`config.mk`:
```
export PLATFORM = sky130hd
export DESIGN_NAME = vga_timing_ctrl
export DESIGN_NICKNAME = d
export VERILOG_FILES = /design/src/rtl/vga_timing_ctrl.sv
export SDC_FILE = /design/constraint.sdc
export NUM_CORES = 1
export LEC_CHECK = 0
export ABC_AREA = 1
export CORE_AREA = 2 2 70 72
export CTS_CLUSTER_SIZE = 12
export DETAILED_ROUTE_END_ITERATION = 12
export DIE_AREA = 0 0 72 74
export DONT_BUFFER_PORTS = 1
export PLACE_DENSITY = 0.6
export SYNTH_ARGS = -nofsm -noshare
export SYNTH_HDL_FRONTEND = slang
export SYNTH_SLANG_ARGS = --single-unit
```
`constraint.sdc`:
```
create_clock -name i_Clk -period 1.4 [get_ports i_Clk]
set_input_delay 0.21 -clock i_Clk [delete_from_list [all_inputs] [get_ports i_Clk]]
set_output_delay 0.21 -clock i_Clk [all_outputs]
set_load 0.01 [all_outputs]
```
`src/rtl/vga_timing_ctrl.sv`:
```
// VGA raster timing generator: pixel request counters, delayed sync/DE
// alignment to the video pipeline, and registered, blanked video outputs.
module vga_timing_ctrl #(
  parameter int VIDEO_WIDTH = 3,
  parameter int H_ACTIVE    = 640,
  parameter int H_FP        = 16,
  parameter int H_SYNC      = 96,
  parameter int H_BP        = 48,
  parameter int V_ACTIVE    = 480,
  parameter int V_FP        = 10,
  parameter int V_SYNC      = 2,
  parameter int V_BP        = 33,
  parameter int H_POL       = 0,
  parameter int V_POL       = 0,
  parameter int PIPE_DELAY  = 2,
  parameter int CW          = 10
) (
  input  logic                   i_Clk,
  input  logic                   i_Rst,
  input  logic                   i_En,
  input  logic [VIDEO_WIDTH-1:0] i_Red_Video,
  input  logic [VIDEO_WIDTH-1:0] i_Grn_Video,
  input  logic [VIDEO_WIDTH-1:0] i_Blu_Video,
  output logic [CW-1:0]          o_Req_Col,
  output logic [CW-1:0]          o_Req_Row,
  output logic                   o_Req_Valid,
  output logic                   o_HSync,
  output logic                   o_VSync,
  output logic                   o_DE,
  output logic [VIDEO_WIDTH-1:0] o_Red_Video,
  output logic [VIDEO_WIDTH-1:0] o_Grn_Video,
  output logic [VIDEO_WIDTH-1:0] o_Blu_Video,
  output logic                   o_Frame_Start
);

  localparam int H_TOTAL = H_ACTIVE + H_FP + H_SYNC + H_BP;
  localparam int V_TOTAL = V_ACTIVE + V_FP + V_SYNC + V_BP;

  localparam logic [CW-1:0] H_LAST = CW'(H_TOTAL - 1);
  localparam logic [CW-1:0] V_LAST = CW'(V_TOTAL - 1);
  localparam logic [CW-1:0] H_ACT  = CW'(H_ACTIVE);
  localparam logic [CW-1:0] V_ACT  = CW'(V_ACTIVE);
  localparam logic [CW-1:0] HS_BEG = CW'(H_ACTIVE + H_FP);
  localparam logic [CW-1:0] HS_END = CW'(H_ACTIVE + H_FP + H_SYNC);
  localparam logic [CW-1:0] VS_BEG = CW'(V_ACTIVE + V_FP);
  localparam logic [CW-1:0] VS_END = CW'(V_ACTIVE + V_FP + V_SYNC);

  localparam logic HPOL = 1'(H_POL);
  localparam logic VPOL = 1'(V_POL);

  // Status flags are stored as "active" bits; polarity is applied at the output
  typedef struct packed {
    logic hs;
    logic vs;
    logic de;
    logic fs;
  } stat_t;

  logic [CW-1:0] col;
  logic [CW-1:0] row;
  stat_t         cur;
  stat_t         tap;

  always_ff @(posedge i_Clk) begin
    if (i_Rst) begin
      col <= '0;
      row <= '0;
    end else if (i_En) begin
      if (col == H_LAST) begin
        col <= '0;
        row <= (row == V_LAST) ? '0 : row + 1'b1;
      end else begin
        col <= col + 1'b1;
      end
    end
  end

  assign o_Req_Col   = col;
  assign o_Req_Row   = row;
  assign o_Req_Valid = (col < H_ACT) && (row < V_ACT);

  always_comb begin
    cur    = '0;
    cur.hs = (col >= HS_BEG) && (col < HS_END);
    cur.vs = (row >= VS_BEG) && (row < VS_END);
    cur.de = o_Req_Valid;
    cur.fs = (col == '0) && (row == '0);
  end

  generate
    if (PIPE_DELAY == 0) begin : g_nodly
      assign tap = cur;
    end else begin : g_dly
      stat_t dly [PIPE_DELAY];

      always_ff @(posedge i_Clk) begin
        if (i_Rst) begin
          for (int i = 0; i < PIPE_DELAY; i++)
            dly[i] <= '0;
        end else if (i_En) begin
          dly[0] <= cur;
          for (int i = 1; i < PIPE_DELAY; i++)
            dly[i] <= dly[i-1];
        end
      end

      assign tap = dly[PIPE_DELAY-1];
    end
  endgenerate

  always_ff @(posedge i_Clk) begin
    if (i_Rst) begin
      o_HSync       <= ~HPOL;
      o_VSync       <= ~VPOL;
      o_DE          <= 1'b0;
      o_Red_Video   <= '0;
      o_Grn_Video   <= '0;
      o_Blu_Video   <= '0;
      o_Frame_Start <= 1'b0;
    end else if (i_En) begin
      o_HSync       <= tap.hs ? HPOL : ~HPOL;
      o_VSync       <= tap.vs ? VPOL : ~VPOL;
      o_DE          <= tap.de;
      o_Red_Video   <= tap.de ? i_Red_Video : '0;
      o_Grn_Video   <= tap.de ? i_Grn_Video : '0;
      o_Blu_Video   <= tap.de ? i_Blu_Video : '0;
      o_Frame_Start <= tap.fs;
    end
  end

endmodule

```
---- Word-level counts from Yosys, hierarchy flattened ----
Memories as Yosys holds them, arrays and structs flattened.
Index checks and enable logic that the tools add are counted.
word-level totals
  flip-flop bits (word level) ............. 33
  bits in writable memories ............... 8
  input port bits ......................... 12
  output and inout port bits .............. 34
  word-level logic and storage cells ...... 43
  memories kept ........................... 1
operators by class
  add/sub/neg operators ................... 2
  order comparisons ....................... 6
  equality and inequality tests ........... 2
  muxes and demuxes ....................... 14
  bitwise gates (word level) .............. 2
  reductions and logical operators ........ 7
memory list
  name       words  width  read ports  clocked after memory_dff  wr ports  RTL line  RTL
  g_dly.dly  2      4      2           0                         2         94        stat_t dly [PIPE_DELAY];
operators by type and width
  operator                                                                              count
  10-bit by 1-bit adder with 10-bit output, second input constant                       2
  10-bit == test, second input constant                                                 2
  10-bit zero test                                                                      2
  10-bit less-than comparator, second input constant                                    2
  10-bit by 9-bit less-than comparator with 1-bit output, second input constant         2
  10-bit two-way mux                                                                    2
  10-bit greater-or-equal comparator, second input constant                             1
  10-bit by 9-bit greater-or-equal comparator with 1-bit output, second input constant  1
  3-bit two-way mux                                                                     3
  4-bit two-way mux                                                                     2
  1-bit two-way mux                                                                     7
  1-bit logical AND                                                                     4
  1-bit OR                                                                              2
  2-bit AND reduction                                                                   1

---- Longest topological paths before layout ----
Gate-level depths: netlist of the first run.
  depth in word-level cells ............... 4
  mapped depth ............................ 9
  mapped depth without buffers ............ 9

---- Worst setup path before layout of the first run ----
No wires, ideal clock.
  kind .................................... register to register
  start point ............................. reg col[0], in the netlist o_Req_Col[0]
  end point ............................... reg row[1], in the netlist o_Req_Row[1]
  library setup time ...................... 0.113 ns
  arrival time ............................ 1.252 ns
  data required time ...................... 1.287 ns
  path slack .............................. 0.035 ns
  cell stages (with the launch flop) ...... 9
  path buffers ............................ 0
  period minus slack after synthesis ...... 1.365 ns
  cell sequence ........................... dfxtp_1 > ha_1 > nand2_1 > nor2_2 > nand4_1 > nand2_1 > inv_1 > nor2_1 > nor2_1
between the ends
  word-level cells in the longest chain between the ends .. 2
RTL lines
  element                        RTL line  RTL
  start, declared                59        logic [CW-1:0] col;
  start signal, assigned         73        col <= col + 1'b1;
  10-bit == test                 69        if (col == H_LAST) begin
  2-bit AND reduction (no line)  n/a
  end signal, assigned           71        row <= (row == V_LAST) ? '0 : row + 1'b1;
  end, declared                  60        logic [CW-1:0] row;
Every way passes these cells.
A chain may end at the register's enable or synchronous reset.

---- Worst setup path in the final report of the first run ----
  start point ............................. reg col[9], in the netlist o_Req_Col[9]
  end point ............................... out o_Req_Valid
between the ends
  word-level cells in the longest chain between the ends .. 2
RTL lines
  element                      RTL line  RTL
  10-bit less-than comparator  80        assign o_Req_Valid = (col < H_ACT) && (row < V_ACT);
  1-bit logical AND            80
  end, declared                26        output logic o_Req_Valid,
Every way passes these cells.

==> results.toml, run 1 <==
[floorplanning]
io_pins = 46
num_rows = 25
dieArea_sq_um = 5330
core_sq_um = 4600
die_y_um = 74
start_util = 0.430
die_w_um = 72

[cells_and_area]
multi_input_comb_area_sq_um = 978
layout-drive-gt1-share = 0.242
n_antenna_cell = 0
fin_cells = 352
final_common_cell = "nand2_1"
final_nets = 313
seq_area_sq_um = 913
nFillCells = 425
final_cell_mix = "60 x nand2_1, 37 x inv_1, 35 x nor2_1"
area_growth_pct = 25.9
fin_util = 0.542
stdcell_area_sq_um = 2490

[clock_network]
cts_buffers = 5
cts_tree = "yes"
clockRootBuffer = "clkbuf_8"
h-tree-depth = 2
worstSkewPairLatency_ps = 290
clock_sinks = 41
clk_path_buf_depth = 2
path_clk_slew_ps = 80

[worst_setup_path]
cp_top_family = "flip-flops"
max_stage_delay_ps = 350
arrival_ps = 1180
crit_path_max_fanout = 4
critPathCaptureType = "output port"
path_class = "reg -> out"
cp-start-kind = "register"
crit_required_ps = 1190
path_buf_inv = 2
cp_slowest_cell = "dfxtp_2"
cp_cell_sequence = "nand2_2 > inv_2 > nor3_2 > buf_4"

[grt]
grt-ovfl-total = 0
antenna_found_initial = 0
first_global_vias = 1696
grtUsageMet3 = 0.0583
track_usage = 0.184
grt_pass1_wl_um = 7620
grt_max_degree = 14
busiest_layer = "met2"
gr-usage-met2 = 0.300
grt_use_met1 = 0.232

[power_and_ir_drop]
p_per_area_nw_per_um2 = 1000
p_sw_uw = 516
p_int_uw = 1990
p_leak_uw = 0.00108
p_seq_frac = 0.503
power_uw = 2500
ir_drop_v = 0.000411
pwr-share-comb = 0.046
swShare = 0.206
clkPwrFrac = 0.451

[sta]
fin_crit_sh = 0.993
relSlewSlack = 0.685
fin_crit_ps = 1390
fmax_mhz = 720
finalHoldViolCount = 0
grt_setup_unrepaired = "true"
slew_viol_final = 0
worst_pin_slew_ps = 472
clock_skew_ps = 6.67
finalSetupViolCount = 0

[placed_design]
place_inst = 341
hpwl_um = 3470
gp_congestion = 0.827
port_buffers = 0
place_area_sq_um = 2230

[routing]
firstDrtPassIters = 4
vias = 1831
viasPerCell = 5.20
drc = 0
drt_iter0_drc = 79
wl_per_cell_um = 13.5
ant_nets = 0
wl_um = 4740

[synthesis]
syn_area_sq_um = 1980
synth_seq_area_share = 0.455
ys_types = 29
synth_xor_xnor_area_share = 0.0133
syn_inst = 265
synth.mux.area_fraction = 0
synth_seq_cells = 41
synthArstFlopShare = 0
yosysWarnings = 0
synthAdderAreaFrac = 0.0253
syn_area_per_cell_sq_um = 7.46
synth_simple_gate_area_frac = 0.299
synth-compound-area-share = 0.112
synthFlopType = "dfxtp_1"
synth_fp_nets = 281
synth-edff-count = 8
synth_top_family_by_area = "simple AND/OR/NAND/NOR gates"

[outcome]
status = "finished clean"

[run]
maxCapViolations = 0

[worst_hold_path]
hold_path.class = "in -> reg"
==> layer usage <==
layer / wire length [um] / part of all wire
met1: 2210 / 0.47
met2: 2120 / 0.45
met3: 323 / 0.068
met4: 85 / 0.018
met5: 0 / 0
==> kinds of logic (layout without fill, tap and decap cells) <==
family,count (synthesis),in the layout
buf+inv,48,81
fa+ha+maj,4,4
flops,41,41
compound gates,32,32
xor+xnor,3,3
simple gates,137,137
==> Yosys cell counts (2+ instances only) <==
library cell | instances | area share
nor4_1 | 5 | 0.016
a21oi_1 | 11 | 0.028
nand2_1 | 66 | 0.13
o21ai_0 | 6 | 0.015
a22o_1 | 2 | 0.0089
a211oi_1 | 2 | 0.0076
nor2_1 | 39 | 0.074
clkbuf_1 | 2 | 0.0038
dfxtp_1 | 33 | 0.33
nand4_1 | 5 | 0.016
a32o_1 | 9 | 0.046
inv_1 | 40 | 0.076
buf_2 | 2 | 0.0051
ha_1 | 4 | 0.025
xor2_1 | 2 | 0.0089
nor3_1 | 3 | 0.0076
edfxtp_1 | 8 | 0.12
nand3_1 | 15 | 0.038
==> sequential cells by signal, summed over array words and instances, names as in the netlist <==
signal,cells
o_Req_Col,10
o_DE,1
o_Blu_Video,3
o_Frame_Start,1
o_HSync,1
o_Req_Row,10
g_dly.dly,8
o_Grn_Video,3
o_VSync,1
o_Red_Video,3
==> layout make-up <==
cell class,count,share of cell area
Inverter,42,0.0638
Tap cell,54,0.0271
Timing Repair Buffer,31,0.0959
Sequential cell,41,0.367
Multi-Input combinational cell,176,0.393
Clock buffer,5,0.0276
Clock inverter,3,0.0261
==> power groups by stage <==
stage	Clock [uW]	Sequential, uW	Combinational [uW]
2_1_floorplan	0	1280	69.5
6_report	1130	1260	115
3_3_place_gp	0	1280	97.7
3_5_place_dp	0	1290	100
5_1_grt	1210	1270	128
4_1_cts	1160	1260	102
==> stage by stage <==
step,TNS (ps),worst slack [ps],hold slack (ps)
6_report,0,10.2,83.6
5_1_grt,-120,-34.8,68.0
4_1_cts,-100,-23.8,-38.2
3_5_place_dp,0,3.64,285
3_3_place_gp,0,45.9,283
2_1_floorplan,0,34.9,378
==> worst paths after layout <==
kind	cells past startpoint	slack, ps	startpoint	end
worst max register to register	8	80	o_Req_Col[1]	o_Req_Row[0]
worst min-delay path	1	80	i_Blu_Video[1]	o_Blu_Video[1]
worst max-delay path	4	10	o_Req_Col[9]	o_Req_Valid
worst min register to register	1	420	g_dly.dly[0][6]	o_VSync
==> what timing repair did <==
| item | 4_1_cts | 5_1_grt |
|---|---|---|
| resized for setup | 16 | 21 |
| endpoints found under the setup margin | 8 | 19 |
| pin swaps | 3 | 8 |
| endpoints found under the hold margin | 10 | 10 |
| setup buffers | 1 | 1 |
==> worst register-to-register path: cells and delay by family, from the launching register on <==
family | cells | cell delay (ps)
simple gates | 5 | 580
fa+ha+maj | 1 | 170
flops | 1 | 360
compound gates | 1 | 60
buf+inv | 1 | 60
(Power assumes the default switching activity.)
==> run 2: changes to the inputs <==
==> config.mk (replaced) <==
export PLATFORM = sky130hd
export DESIGN_NAME = vga_timing_ctrl
export DESIGN_NICKNAME = d
export VERILOG_FILES = /design/src/rtl/vga_timing_ctrl.sv
export SDC_FILE = /design/constraint.sdc
export NUM_CORES = 1
export LEC_CHECK = 0
export CORE_AREA = 2 2 68 70
export CTS_CLUSTER_SIZE = 12
export DETAILED_ROUTE_END_ITERATION = 12
export DIE_AREA = 0 0 70 72
export DONT_BUFFER_PORTS = 1
export PLACE_DENSITY = 0.61
export SYNTH_ARGS = -nofsm -noshare
export SYNTH_HDL_FRONTEND = slang
export SYNTH_SLANG_ARGS = --single-unit
==> results.toml, run 2 <==
[outcome]
status = "complete, but fails checks"
violations = "setup timing"

[power_and_ir_drop]
p_per_area_nw_per_um2 = 892
p_leak_uw = 0.00105
ir_drop_v = 0.000639

[synthesis]
synthFlopType = "dfxtp_1"
yosysWarnings = 0
synthArstFlopShare = 0
synth_seq_area_share = 0.476
synth-edff-count = 8
synth_common_cells = "33 x dfxtp_1, 20 x nor2_1, 15 x nand2_1"
yosysMostFrequentCell = "dfxtp_1"
ys_types = 45
synth_seq_cells = 41
syn_inst = 201
syn_area_sq_um = 1890
yosys-top-cells-area = "dfxtp_1 35%, edfxtp_1 13%, nor2_1 4.0%"
synth_top_area_frac = 0.349
yosys.area.top_type = "dfxtp_1"
synth_fp_nets = 217
syn_area_per_cell_sq_um = 9.42

[cells_and_area]
stdcell_area_sq_um = 2680
fin_util = 0.629
area_growth_pct = 41.6
final_common_cell = "buf_4"
layout-drive-gt1-share = 0.448
nFillCells = 348
final_nets = 267
final_cell_mix = "49 x buf_4, 24 x dfxtp_1, 17 x nor2_1"
n_antenna_cell = 0

[sta]
worst_slack_ps = -135
finalSetupTns_ps = -361
finalHoldViolCount = 0
fin_crit_ps = 1540
worst_pin_slew_ps = 374
fin_crit_sh = 1.10
finalSetupViolCount = 6
fmax_mhz = 651
relSlewSlack = 0.751
slew_viol_final = 0
grt_setup_unrepaired = "true"
clock_skew_ps = 5.07

[worst_setup_path]
r2r_slack_ps = -140
arrival_ps = 1770
reg2reg_to = "o_Req_Row[8]"
critPathCaptureType = "register"
crit_required_ps = 1640
r2r_cells = 5
crit_path_max_fanout = 4
cp-start-kind = "register"
worstReg2RegStart = "o_Req_Col[7]"
path_class = "reg -> reg"

[grt]
antenna_found_initial = 0
grt-ovfl-total = 0
first_global_vias = 1718
track_usage = 0.199
grt_max_degree = 32
grt_pass1_wl_um = 7920

[floorplanning]
dieArea_sq_um = 5040
die_y_um = 72
core_sq_um = 4260
start_util = 0.444
num_rows = 24
io_pins = 46
die_w_um = 70

[placed_design]
gp_congestion = 0.868
port_buffers = 0
hpwl_um = 3420
place_area_sq_um = 2280

[routing]
drt_iter0_drc = 60
wl_um = 5020
drc = 0
ant_nets = 0
viasPerCell = 5.59
firstDrtPassIters = 4
vias = 1698
wl_per_cell_um = 16.5

[clock_network]
cts_tree = "yes"
cts_buffers = 5
clock_sinks = 41
path_clk_slew_ps = 80
clk_path_buf_depth = 2
worstSkewPairLatency_ps = 300
h-tree-depth = 2
clockRootBuffer = "clkbuf_8"

[run]
maxCapViolations = 0

[worst_hold_path]
hold_end = "o_VSync"
hold_path_depth = 1
hold_path.class = "in -> reg"
hp-start = "i_Rst"
[run 2: cell types whose count changed after synthesis, sizes merged, moves of 5 or more]
| cell | change |
|---|---|
| nand2 | -51 |
| a32o | -9 |
| nor2 | -20 |
| and3 | +6 |
| clkbuf | +5 |
| nor3 | +6 |
| a22oi | +9 |
| inv | -35 |
| and2 | +6 |
[run 2: where the power goes]
part	switching, uW	internal (uW)
Sequential	23.9	1230
Combinational	72.6	58.5
Clock	430	574
[run 2: cell families (layout without fill, tap and decap cells)]
| family | count (synthesis) | count (layout) | share of synthesized area |
|---|---|---|---|
| mux | 2 | 2 | 0.0106 |
| compound gates | 26 | 26 | 0.0879 |
| flops | 41 | 41 | 0.476 |
| buf+inv | 18 | 69 | 0.0529 |
| xor+xnor | 9 | 9 | 0.0416 |
| simple gates | 101 | 101 | 0.305 |
| fa+ha+maj | 4 | 4 | 0.0264 |
[run 2: worst max-delay path by stage]
stage                             from            to  slack (ps)  cells past startpoint
final                     o_Req_Col[7]  o_Req_Row[8]        -140                      5
after global routing      o_Req_Row[0]  o_Req_Row[8]        -180                      6
after CTS                 o_Req_Col[1]  o_Req_Row[8]        -100                      5
after detailed placement  o_Req_Row[1]  o_Req_Row[8]        -110                      5
after global placement    o_Req_Col[1]  o_Req_Row[8]         -60                      5
after floorplan           o_Req_Col[1]  o_Req_Row[7]        -140                      7
[run 2: final cells by class]
type	count	area [sq um]	share of cell area
clock inverter	1	8.76	0.00327
timing repair buffer	55	453	0.169
sequential	41	922	0.344
tap	52	65.1	0.0243
inverter	6	22.5	0.00840
clock buffer	7	119	0.0444
multi-input combinational	142	1090	0.407
[run 2: timing repair]
action | CTS | global route
hold endpoints to repair | 31 | 0
pin swaps | 9 | 15
buffers inserted | 4 | 2
hold buffers | 1 | 0
endpoints found under the setup margin | 12 | 18
resized for setup | 19 | 27
[run 2: worst max-delay path, stage by stage, from the launching register on]
cell and delay, ps:
dfxtp_2 340, buf_6 110, and3b_2 280, nand4_4 120
or4b_4 500, a21oi_2 130
[run 2: through the flow]
| stage | hold WS, ps | instances | setup WS (ps) | total power, uW |
|---|---|---|---|---|
| 3_3_place_gp | 276 | 289 | -63.3 | 1380 |
| 3_5_place_dp | 278 | 289 | -106 | 1380 |
| 6_report | 17.8 | 304 | -135 | 2390 |
| 4_1_cts | 15.1 | 302 | -105 | 2410 |
| 2_1_floorplan | 354 | 201 | -142 | 1370 |
| 5_1_grt | 15.0 | 304 | -176 | 2490 |
[run 2: per-layer routing]
metal  routed length, um  track usage
met5                   0            0
met4                 106       0.0983
met3                 297       0.0639
met2                2520        0.337
met1                2100        0.230
